`src/rtl/jump_redirect_ctrl.sv`:
```
// Jump redirect controller: holds fetch/decode on jr/jalr conflicts, then redirects PC after the delay slot.
// Latency: redirect fires in the first ARMED cycle with ds_validF & fetch_ready; outputs combinational from registered state.
// Backpressure: fetch_ready=0 while the delay slot is in keeps stallF high and the target armed until IF accepts.
module jump_redirect_ctrl (
  input  logic        clk,
  input  logic        rst,
  input  logic        validD,
  input  logic        jumpD,
  input  logic        jump_conflictD,
  input  logic [31:0] pc_jumpD,
  input  logic        stall_extD,
  input  logic        flush_exc,
  input  logic        ds_validF,
  input  logic        fetch_ready,
  output logic        stallF,
  output logic        stallD,
  output logic        redirect_valid,
  output logic [31:0] redirect_pc,
  output logic        busy,
  output logic [31:0] jump_cnt,
  output logic [15:0] conflict_cycles,
  output logic        err_nested
);

  typedef enum logic [1:0] {
    IDLE  = 2'b00,
    HOLD  = 2'b01,
    ARMED = 2'b10
  } state_t;

  state_t      state_q;
  state_t      state_d;
  logic [31:0] tgt_q;
  logic        accept;
  logic        latch;
  logic        fire;

  assign accept = validD & jumpD & ~stall_extD & ~flush_exc;

  // Next-state and stall/redirect decode; an exception flush overrides everything.
  always_comb begin
    state_d        = state_q;
    stallF         = 1'b0;
    stallD         = 1'b0;
    redirect_valid = 1'b0;
    latch          = 1'b0;
    fire           = 1'b0;
    case (state_q)
      IDLE: begin
        if (accept) begin
          if (jump_conflictD) begin
            state_d = HOLD;
          end else begin
            latch   = 1'b1;
            state_d = ARMED;
          end
        end
      end
      HOLD: begin
        stallF = 1'b1;
        if (!jump_conflictD && !stall_extD) begin
          // Source register is now readable: capture target and let decode advance.
          latch   = 1'b1;
          state_d = ARMED;
        end else begin
          stallD = 1'b1;
        end
      end
      ARMED: begin
        if (ds_validF) begin
          if (fetch_ready) begin
            redirect_valid = 1'b1;
            fire           = 1'b1;
            state_d        = IDLE;
          end else begin
            stallF = 1'b1;
          end
        end
      end
      default: state_d = IDLE;
    endcase
    if (flush_exc) begin
      stallF         = 1'b0;
      stallD         = 1'b0;
      redirect_valid = 1'b0;
      latch          = 1'b0;
      fire           = 1'b0;
      state_d        = IDLE;
    end
  end

  // State register and captured jump target.
  always_ff @(posedge clk or posedge rst) begin
    if (rst) begin
      state_q <= IDLE;
      tgt_q   <= 32'd0;
    end else begin
      state_q <= state_d;
      if (latch) tgt_q <= pc_jumpD;
    end
  end

  // Statistics: fired redirects (wrapping), HOLD cycles (saturating), sticky nested-jump flag.
  always_ff @(posedge clk or posedge rst) begin
    if (rst) begin
      jump_cnt        <= 32'd0;
      conflict_cycles <= 16'd0;
      err_nested      <= 1'b0;
    end else begin
      if (fire) jump_cnt <= jump_cnt + 32'd1;
      if (state_q == HOLD && conflict_cycles != 16'hFFFF)
        conflict_cycles <= conflict_cycles + 16'd1;
      if (state_q == ARMED && validD && jumpD) err_nested <= 1'b1;
    end
  end

  assign redirect_pc = tgt_q;
  assign busy        = (state_q != IDLE);

endmodule
```
`config.mk`:
```
export PLATFORM = sky130hd
export DESIGN_NAME = jump_redirect_ctrl
export DESIGN_NICKNAME = d
export VERILOG_FILES = /design/src/rtl/jump_redirect_ctrl.sv
export SDC_FILE = /design/constraint.sdc
export NUM_CORES = 1
export LEC_CHECK = 0
export CAP_MARGIN = 0
export CORE_AREA = 5 5 98 100
export CTS_CLUSTER_SIZE = 8
export DETAILED_ROUTE_END_ITERATION = 10
export DIE_AREA = 0 0 103 105
export PLACE_DENSITY = 0.82
export SLEW_MARGIN = 20
export SYNTH_ARGS = -nofsm -noshare
export SYNTH_HDL_FRONTEND = slang
export SYNTH_SLANG_ARGS = --single-unit
export TNS_END_PERCENT = 20
```
`constraint.sdc`:
```
create_clock -name clk -period 3.5 [get_ports clk]
set_input_delay 0.7 -clock clk [delete_from_list [all_inputs] [get_ports clk]]
set_output_delay 0.7 -clock clk [all_outputs]
set_load 0.05 [all_outputs]
```
# Yosys cells after proc, flatten, opt, wreduce, memory -nomap -nowiden
# Cells that the tools add are included.
[op_classes] addsub=2 eq_ne=7 mux=23 n_bitwise=5 n_reduce_logical=9
[ops] op="$add 32x1->32 const B" count=1
[ops] op="$add 16x1->16 const B" count=1
[ops] op="$ne 16x16->1 const B" count=1
[ops] op="$mux 1" count=14
[ops] op="$mux 2" count=6
[ops] op="$ne 3x3->1 const B" count=4
[ops] op="$pmux 2 s3" count=1
[ops] op="$logic_and 1x1->1" count=4
[ops] op="$pmux 1 s2" count=2
[ops] op="$reduce_and 4->1" count=1
[ops] op="$and 1x1->1" count=3
[ops] op="$eq 2x1->1 const B" count=1
[ops] op="$eq 2x2->1 const B" count=1
[ops] op="$logic_not 1->1" count=2
[ops] op="$logic_not 2->1" count=1
[ops] op="$not 1->1" count=2
[ops] op="$reduce_bool 2->1" count=1
[totals] regBits=83 out_inout_bits=85

# Longest topological paths before layout
# Gate-level depths: netlist of run 1.
[logic_depth] depth_word=6 ltp_mapped=8

# Worst setup path after synthesis of run 1
# OpenSTA, ideal clock, no wires.
[synth_timing] path_kind="input -> output" from="input flush_exc" to="output stallD" t_arrival_ps=1488 setup_slack_ps=1312 cell_stages=2 path_cell_list="nand2b_1 > nor2_1"
[synth_via] elab_chain_len=1
[synth_lines] item="from (decl)" line_no="12" text="input logic flush_exc,"
[synth_lines] item="$mux 1" line_no="82" text="if (flush_exc) begin"
[synth_lines] item="to (decl)" line_no="16" text="output logic stallD,"
# No other way between the ends.

# Final worst setup path of run 1
[layout_timing] from="register state_q[0]" to="output busy"
[layout_via] elab_chain_len=1
[layout_lines] item="from (decl)" line_no="31" text="state_t state_q;"
[layout_lines] item="from (signal assigned)" line_no="98" text="state_q <= state_d;"
[layout_lines] item="$reduce_bool 2->1" line_no="118" text="assign busy = (state_q != IDLE);"
[layout_lines] item="to (decl)" line_no="19" text="output logic busy,"
# No other way between the ends.

==> results.json, run 1 <==
{
  "status": "complete, no violations",
  "vias": 2912,
  "combPwrFrac_pct": 37.5,
  "layout_commonest_cell": "clkdlybuf4s50_1",
  "stdcell_area_mm2": 0.00534,
  "fin_crit_ns": 2.62,
  "ctsResizeCount": 0,
  "r2r_start": "state_q[1]",
  "cp.arrival_ns": 1.92,
  "ios": 126,
  "worst_slack_ns": 0.884,
  "seq_power_share_pct": 39.0,
  "worstSetupPathType": "reg2out",
  "cp-startpoint": "state_q[0]",
  "synthSimpleGateAreaFrac_pct": 17.8,
  "dpl_cell_area_mm2": 0.00512,
  "synth_top_family_by_area": "simple AND/OR/NAND/NOR gates",
  "pre_cts_slack_ns": 0.830,
  "r2r_slack_ns": 1.39,
  "synthCells": 309,
  "gr-usage-all-layers_pct": 16.9,
  "intPower_uw": 1960,
  "hp-class": "reg2reg",
  "clk_latency_ns": 0.34,
  "seqCellArea_mm2": 0.00208,
  "netlist.area_leader.share_pct": 55.5,
  "slew-limit-headroom_pct": 30.9,
  "antenna_cells": 0,
  "yosys-top-cells-area": "dfrtp_1 55%, mux2_2 9.9%, xnor2_1 7.0%",
  "required_ns": 2.80,
  "max_clock_freq_ghz": 0.382,
  "hold_viol": 0,
  "cap_viol_max_count": 0,
  "path_max_fanout": 4,
  "dieArea_mm2": 0.0108,
  "grt_pass1_wl_um": 14600,
  "cp-start-kind": "flop",
  "drc_errors": 0,
  "fp.dieH_um": 105,
  "area_growth_pct": 42.6,
  "cts_sinks": 83,
  "setup_viol": 0,
  "dr.pass1.iters": 4,
  "htree_num_levels": 3,
  "avgRoutedWirePerCell_um": 16.5,
  "avgSynthCellArea_um2": 12.1,
  "via_per_inst": 5.28,
  "hold_ws_ns": 0.480,
  "port_buffers": 125,
  "ys_ff_latch": 83,
  "peakVddDrop_mv": 0.331,
  "fin_tns_setup_ns": 0,
  "drt_iter0_drc": 100,
  "layout-drive-gt1-share_pct": 14.0,
  "coreArea_mm2": 0.00859,
  "cts_hold_buf": 0,
  "antenna_found_initial": 0,
  "grt_max_degree": 47,
  "p_per_area_mw_per_mm2": 587,
  "root_buffer": "clkbuf_8",
  "routed.top_layer": "met4",
  "num-nets-final": 485,
  "nFillCells": 703,
  "antenna_left": 0,
  "finClkSkew_ns": 0.0124,
  "synth_seq_area_share_pct": 55.5,
  "place_inst": 536,
  "r2r_cells": 6,
  "rows": 34,
  "wl_um": 9090,
  "r2r_end": "redirect_pc[21]",
  "wl_met3_um": 579,
  "path_clk_slew_ns": 0.08,
  "hold_path_depth": 1,
  "synth.distinct_cells": 40,
  "multi_input_area_mm2": 0.00160,
  "syn-num-nets": 355,
  "layout.cells.non_filler": 551,
  "maxSlewViolCount": 0,
  "switching_share_pct": 37.4,
  "yosys_warnings": 0,
  "cts_tree": "done",
  "wl_met1_um": 4080,
  "cts_buffer_depth": 2,
  "fp.dieW_um": 103,
  "syn_area_mm2": 0.00374,
  "clkPwrFrac_pct": 23.5,
  "synthAdderAreaFrac_pct": 1.67,
  "p_leak_uw": 0.00230,
  "worstSetupEndpoint": "busy",
  "power_switching_uw": 1170,
  "numCtsBuffers": 9,
  "yosys.area.top_type": "dfrtp_1",
  "synthMuxAreaShare_pct": 10.2,
  "grt_pass1_vias": 2923,
  "tightest_slew_ns": 1.03,
  "hpwlAfterDp_um": 6820,
  "timing.final.crit_share_pct": 74.8,
  "wl_met2_um": 4320,
  "start_util_pct": 43.5,
  "synth-xor-area-share_pct": 10.1,
  "endpoint_kind": "primary output",
  "post_cts_buffers": 0,
  "gp_congestion": 0.878,
  "mostFrequentLayoutCells": "122 x clkdlybuf4s50_1, 83 x dfrtp_1, 33 x mux2_2",
  "rsz0062_at_grt": "false",
  "overflow": 0,
  "synth_compound_gate_area_share_pct": 2.71
}
==> registers in the layout, indices dropped and copies added (netlist names) <==
name and flops:
err_nested 1, redirect_pc 32, state_q 2, conflict_cycles 16, jump_cnt 32
==> cell type report <==
type	count	share of cell area (%)
Inverter	10	0.727
Timing Repair Buffer	127	23.8
Tap cell	108	2.53
Clock buffer	10	2.58
Clock inverter	5	1.45
Multi-Input combinational cell	208	29.9
Sequential cell	83	38.9
==> cells in the mapped netlist, drive strengths merged <==
library cell / count
a211oi: 1
a21oi: 1
a221oi: 1
a22o: 1
a2bb2oi: 1
a311oi: 1
a31o: 1
a31oi: 2
a41oi: 1
and2: 3
and3: 5
and3b: 1
and4: 9
buf: 7
clkbuf: 1
dfrtp: 83
ha: 5
inv: 10
mux2: 34
nand2: 24
nand2b: 2
nand3: 15
nand4: 22
nand4b: 2
nor2: 14
nor2b: 1
nor3: 7
nor4: 7
o211a: 1
o21ai: 1
o311ai: 1
or2: 1
xnor2: 30
xor2: 13
==> power by group through the flow <==
stage / clock (uW) / combinational, uW / sequential [uW]
3_5_place_dp: 0 / 1190 / 1240
2_1_floorplan: 0 / 208 / 1780
5_1_grt: 803 / 1240 / 1240
4_1_cts: 763 / 1190 / 1220
6_report: 736 / 1180 / 1220
3_3_place_gp: 0 / 1170 / 1230
==> cells by family (layout without fill, tap and decap cells) <==
group	count (synthesis)	count (layout)
compound gates	13	13
xor+xnor	43	43
fa+ha+maj	5	5
buf+inv	18	152
flops	83	83
mux	34	34
simple gates	113	113
==> per-layer routing <==
metal / track usage, % / up-vias
met5: 0 / -
met4: 5.83 / 0
met3: 3.26 / 9
met2: 26.9 / 104
met1: 23.1 / 1436
li1: - / 1363
==> stage by stage <==
stage,utilization [%],total power [uW]
final,62.1,3130
after global routing,62.1,3280
after CTS,62.1,3170
after detailed placement,59.6,2430
after global placement,59.6,2400
after floorplan,-,1990
==> worst min-delay path by stage <==
| stage | start | end | slack [ns] |
|---|---|---|---|
| finish | err_nested | err_nested | 0.48 |
| global placement | err_nested | err_nested | 0.46 |
| floorplan | state_q[0] | state_q[0] | 0.50 |
| detailed placement | jump_cnt[31] | jump_cnt[31] | 0.47 |
| CTS | jump_cnt[31] | jump_cnt[31] | 0.48 |
| global route | jump_cnt[31] | jump_cnt[31] | 0.52 |
==> critical path: stages (launching register included) <==
cell and delay [ns]:
dfrtp_1 0.38, inv_1 0.07, ha_1 0.24, inv_1 0.07, clkdlybuf4s50_1 0.82
Note: power is estimated with default switching activity, not from simulation.
==> run 2: changes to the inputs <==
- CORE_AREA: 5 5 98 100 -> 5 5 102 104
- DIE_AREA: 0 0 103 105 -> 0 0 107 109
- PLACE_DENSITY: 0.82 -> 0.8
- clock period: 3.5 -> 2.3 ns (I/O delays scaled with it)
==> results.json, run 2 (synthesized netlist as in run 1, its figures left out) <==
{
  "hold_path_depth": 1,
  "finClkSkew_ns": 0.0149,
  "setup_viol": 0,
  "ios": 126,
  "endpoint_kind": "primary output",
  "busiest_layer": "met2",
  "overflow": 0,
  "crit_slowest_cell": "dfrtp_1",
  "hold_viol": 0,
  "dr.pass1.iters": 4,
  "tightest_slew_ns": 0.550,
  "required_ns": 1.84,
  "place_inst": 547,
  "groute.layer.met1.usage_pct": 19.6,
  "grt_pass1_vias": 2948,
  "antenna_found_initial": 0,
  "cts_sinks": 83,
  "r2r_slack_ns": 0.39,
  "fp.dieW_um": 107,
  "path_clk_slew_ns": 0.08,
  "worstSetupPathType": "reg2out",
  "peakVddDrop_mv": 0.453,
  "critPathMaxStageDelay_ns": 0.40,
  "r2r_start": "state_q[0]",
  "gr-usage-all-layers_pct": 15.8,
  "post_cts_buffers": 0,
  "hp-class": "reg2reg",
  "start_util_pct": 39.6,
  "coreArea_mm2": 0.00946,
  "antenna_cells": 0,
  "dieArea_mm2": 0.0117,
  "crit_chain": "inv_1 -> ha_2 -> nand4b_4 -> inv_2 -> buf_4 -> buf_12",
  "avgRoutedWirePerCell_um": 15.8,
  "grtUsageMet2_pct": 26.4,
  "path_max_fanout": 5,
  "hold_ws_ns": 0.489,
  "cp.arrival_ns": 1.67,
  "area_growth_pct": 44.2,
  "grt_use_met3_pct": 4.74,
  "via_per_inst": 5.10,
  "clk_latency_ns": 0.35,
  "root_buffer": "clkbuf_8",
  "timing.final.crit_share_pct": 92.6,
  "layout_commonest_cell": "clkdlybuf4s50_1",
  "grt_pass1_wl_um": 14700,
  "num-nets-final": 490,
  "fin_crit_ns": 2.13,
  "numCtsBuffers": 9,
  "mostFrequentLayoutCells": "121 x clkdlybuf4s50_1, 83 x dfrtp_1, 33 x mux2_2",
  "cts_buffer_depth": 2,
  "layout-drive-gt1-share_pct": 15.4,
  "status": "complete, no violations",
  "grt_max_degree": 84,
  "p_total_uw": 4620,
  "htree_num_levels": 3,
  "drc_errors": 0,
  "r2r_cells": 7,
  "min_to": "conflict_cycles[14]",
  "final_core_util_pct": 57.0,
  "r2r_end": "jump_cnt[31]",
  "hp-start": "conflict_cycles[14]",
  "ctsResizeCount": 0,
  "p_leak_uw": 0.00231,
  "rsz0062_at_grt": "false",
  "wl_um": 8890,
  "vias": 2870,
  "fp.dieH_um": 109,
  "antenna_left": 0,
  "cp-start-kind": "flop",
  "hpwlAfterDp_um": 6540,
  "maxSlewViolCount": 0,
  "port_buffers": 125,
  "cts_hold_buf": 0,
  "drt_iter0_drc": 61,
  "layout.cells.non_filler": 563,
  "rows": 36,
  "fin_tns_setup_ns": 0,
  "max_clock_freq_ghz": 0.470,
  "cts_tree": "done",
  "cap_viol_max_count": 0,
  "p_per_area_mw_per_mm2": 857,
  "slew-limit-headroom_pct": 63.2,
  "gp_congestion": 0.791
}
-- run 2: cell count changes in the layout (fill, tap and decap cells not counted), moves of 2 or more --
cell,previous run,this run
bufinv_16,2,0
inv_6,0,2
clkinv_4,0,2
buf_4,4,6
clkinv_2,3,0
buf_12,1,5
clkinvlp_4,1,3
-- run 2: how the worst max path moves through the flow --
stage / endpoint / from / cells after the start
after floorplan: conflict_cycles[1] / conflict_cycles[0] / 6
after global placement: jump_cnt[27] / ds_validF / 6
after detailed placement: jump_cnt[23] / ds_validF / 6
after CTS: redirect_valid / state_q[0] / 6
after global routing: redirect_valid / state_q[0] / 6
final: redirect_valid / state_q[0] / 6
-- run 2: area by class of cell --
class                   count  area [um^2]
well taps                 114          143
flip-flops and latches     83         2080
multi-input cells         208         1600
repair buffers            132         1360
clock buffers              10          128
inverters                  10         41.3
clock inverters             6         50.0
fillers                   830         4060
-- run 2: routing by layer --
layer  wire [um]  part of all wire [%]
met5           0                     0
met4         125                   1.4
met3         601                   6.8
met2        4310                    48
met1        3850                    43
-- run 2: power by group --
group          internal (uW)  switching [uW]
Clock                    405             557
Combinational            662            1140
Sequential              1700             162
-- run 2: through the flow --
step	cell area (um^2)	setup slack, ns
global placement	5220	0.151
CTS	5390	0.0660
floorplan	3750	0.214
global route	5400	0.0602
detailed placement	5220	0.0795
finish	5400	0.171
-- run 2: worst max-delay path: cells and delay by family, from the launching register on --
family / cells / cell delay [ns]
adders and majority gates: 1 / 0.25
buffers and inverters: 4 / 0.48
and+or+nand+nor: 1 / 0.18
DFF: 1 / 0.40
==> run 3: changes to the inputs <==
--- a/config.mk
+++ b/config.mk
@@ -8,7 +8,7 @@
 export CAP_MARGIN = 0
-export CORE_AREA = 5 5 102 104
+export CORE_AREA = 5 5 98 100
 export CTS_CLUSTER_SIZE = 8
 export DETAILED_ROUTE_END_ITERATION = 10
-export DIE_AREA = 0 0 107 109
-export PLACE_DENSITY = 0.8
+export DIE_AREA = 0 0 103 105
+export PLACE_DENSITY = 0.82
 export SLEW_MARGIN = 20
==> constraint.sdc (replaced) <==
create_clock -name clk -period 2.5 [get_ports clk]
set_input_delay 0.625 -clock clk [delete_from_list [all_inputs] [get_ports clk]]
set_output_delay 0.625 -clock clk [all_outputs]
set_load 0.05 [all_outputs]
==> results.json, run 3 (synthesized netlist as in run 1, its figures left out) <==
{
  "status": "complete, no violations",
  "cts_tree": "done",
  "path_clk_slew_ns": 0.08,
  "cts_buffer_depth": 2,
  "grt_pass1_vias": 2896,
  "hpwlAfterDp_um": 6910,
  "crit_top_cell": "nor2_1",
  "fp.dieH_um": 105,
  "via_per_inst": 5.15,
  "post_cts_buffers": 0,
  "cts_hold_buf": 0,
  "fin_tns_setup_ns": 0,
  "gr-usage-all-layers_pct": 17.0,
  "finClkSkew_ns": 0.0184,
  "path_max_fanout": 3,
  "timing.final.crit_share_pct": 94.7,
  "critPathMaxStageDelay_ns": 0.57,
  "start_util_pct": 43.5,
  "area_growth_pct": 44.8,
  "avgRoutedWirePerCell_um": 16.4,
  "overflow": 0,
  "crit_buf_inv": 2,
  "gp_congestion": 0.846,
  "maxSlewViolCount": 0,
  "p_per_area_mw_per_mm2": 806,
  "grt_max_degree": 52,
  "max_clock_freq_ghz": 0.422,
  "hp-class": "reg2reg",
  "layout_commonest_cell": "clkdlybuf4s50_1",
  "dr.pass1.iters": 4,
  "antenna_cells": 0,
  "rsz0062_at_grt": "false",
  "num-nets-final": 490,
  "required_ns": 1.88,
  "antenna_found_initial": 0,
  "path_delay_family": "buffers and inverters",
  "cp-start-kind": "input port",
  "cap_viol_max_count": 0,
  "dieArea_mm2": 0.0108,
  "peakVddDrop_mv": 0.538,
  "p_leak_uw": 0.00233,
  "coreArea_mm2": 0.00859,
  "cp.arrival_ns": 1.74,
  "mostFrequentLayoutCells": "121 x clkdlybuf4s50_1, 83 x dfrtp_1, 33 x mux2_2",
  "dpl_cell_area_mm2": 0.00521,
  "drt_iter0_drc": 65,
  "grt_pass1_wl_um": 14700,
  "htree_num_levels": 3,
  "endpoint_kind": "primary output",
  "crit_slowest_cell": "clkdlybuf4s50_1",
  "tightest_slew_ns": 0.574,
  "worstSetupPathType": "in2out",
  "drc_errors": 0,
  "ios": 126,
  "vias": 2866,
  "stdcell_area_mm2": 0.00542,
  "wl_um": 9160,
  "fin_crit_ns": 2.37,
  "antenna_left": 0,
  "ctsResizeCount": 0,
  "setup_viol": 0,
  "slew-limit-headroom_pct": 61.6,
  "cts_sinks": 83,
  "rows": 34,
  "hold_viol": 0,
  "crit_chain": "clkdlybuf4s50_1 -> nor2_1 -> nor2_1 -> buf_12",
  "nFillCells": 697,
  "fp.dieW_um": 103,
  "numCtsBuffers": 9,
  "clk_latency_ns": 0.34,
  "layout-drive-gt1-share_pct": 15.4,
  "root_buffer": "clkbuf_8",
  "port_buffers": 125
}
==> run 3: cell count changes in the layout (fill, tap and decap cells not counted), sizes merged <==
cell    change
inv         -1
clkbuf      +1
clkinv      -1
bufinv      +1
==> run 3: through the flow <==
step                setup WS, ns  instances  utilization, %  power (uW)  hold WS, ns
finish                     0.132        557            63.0        4370        0.481
global route              0.0331        557            63.0        4570        0.514
CTS                        0.133        557            63.0        4420        0.489
detailed placement        0.0940        541            60.6        3410        0.471
global placement           0.134        541            60.6        3380        0.456
floorplan                  0.414        309               -        2780        0.503
==> run 3: final timing paths <==
check	cells past startpoint	slack [ns]	start	to
max	4	0.13	jump_conflictD	stallD
min	1	0.48	err_nested	err_nested
max reg2reg	7	0.47	state_q[0]	jump_cnt[23]
min reg2reg	1	0.48	err_nested	err_nested
max in group asynchronous	3	1.42	rst	redirect_pc[27]
min in group asynchronous	3	0.73	rst	jump_cnt[26]
==> run 3: power by group <==
part	switching [uW]	total, uW	internal (uW)
clock	486	1000	519
sequential	148	1710	1560
combinational	1050	1650	608
total	1680	4370	2690
==> run 3: final cells by class <==
type	instances	area [um^2]	share of cell area [%]
clock buffer	11	151	2.79
inverter	10	41.3	0.762
timing repair buffer	132	1360	25.0
clock inverter	5	58.8	1.09
tap	108	135	2.49
sequential	83	2080	38.3
multi-input combinational	208	1600	29.5
==> run 3: routing by layer <==
| layer | share of wire (%) | vias up | global-route usage, % |
|---|---|---|---|
| met5 | 0 | - | 0 |
| met4 | 0.86 | 0 | 5.46 |
| met3 | 5.5 | 6 | 3.20 |
| met2 | 49 | 91 | 27.9 |
| met1 | 45 | 1398 | 22.5 |
| li1 | - | 1371 | - |
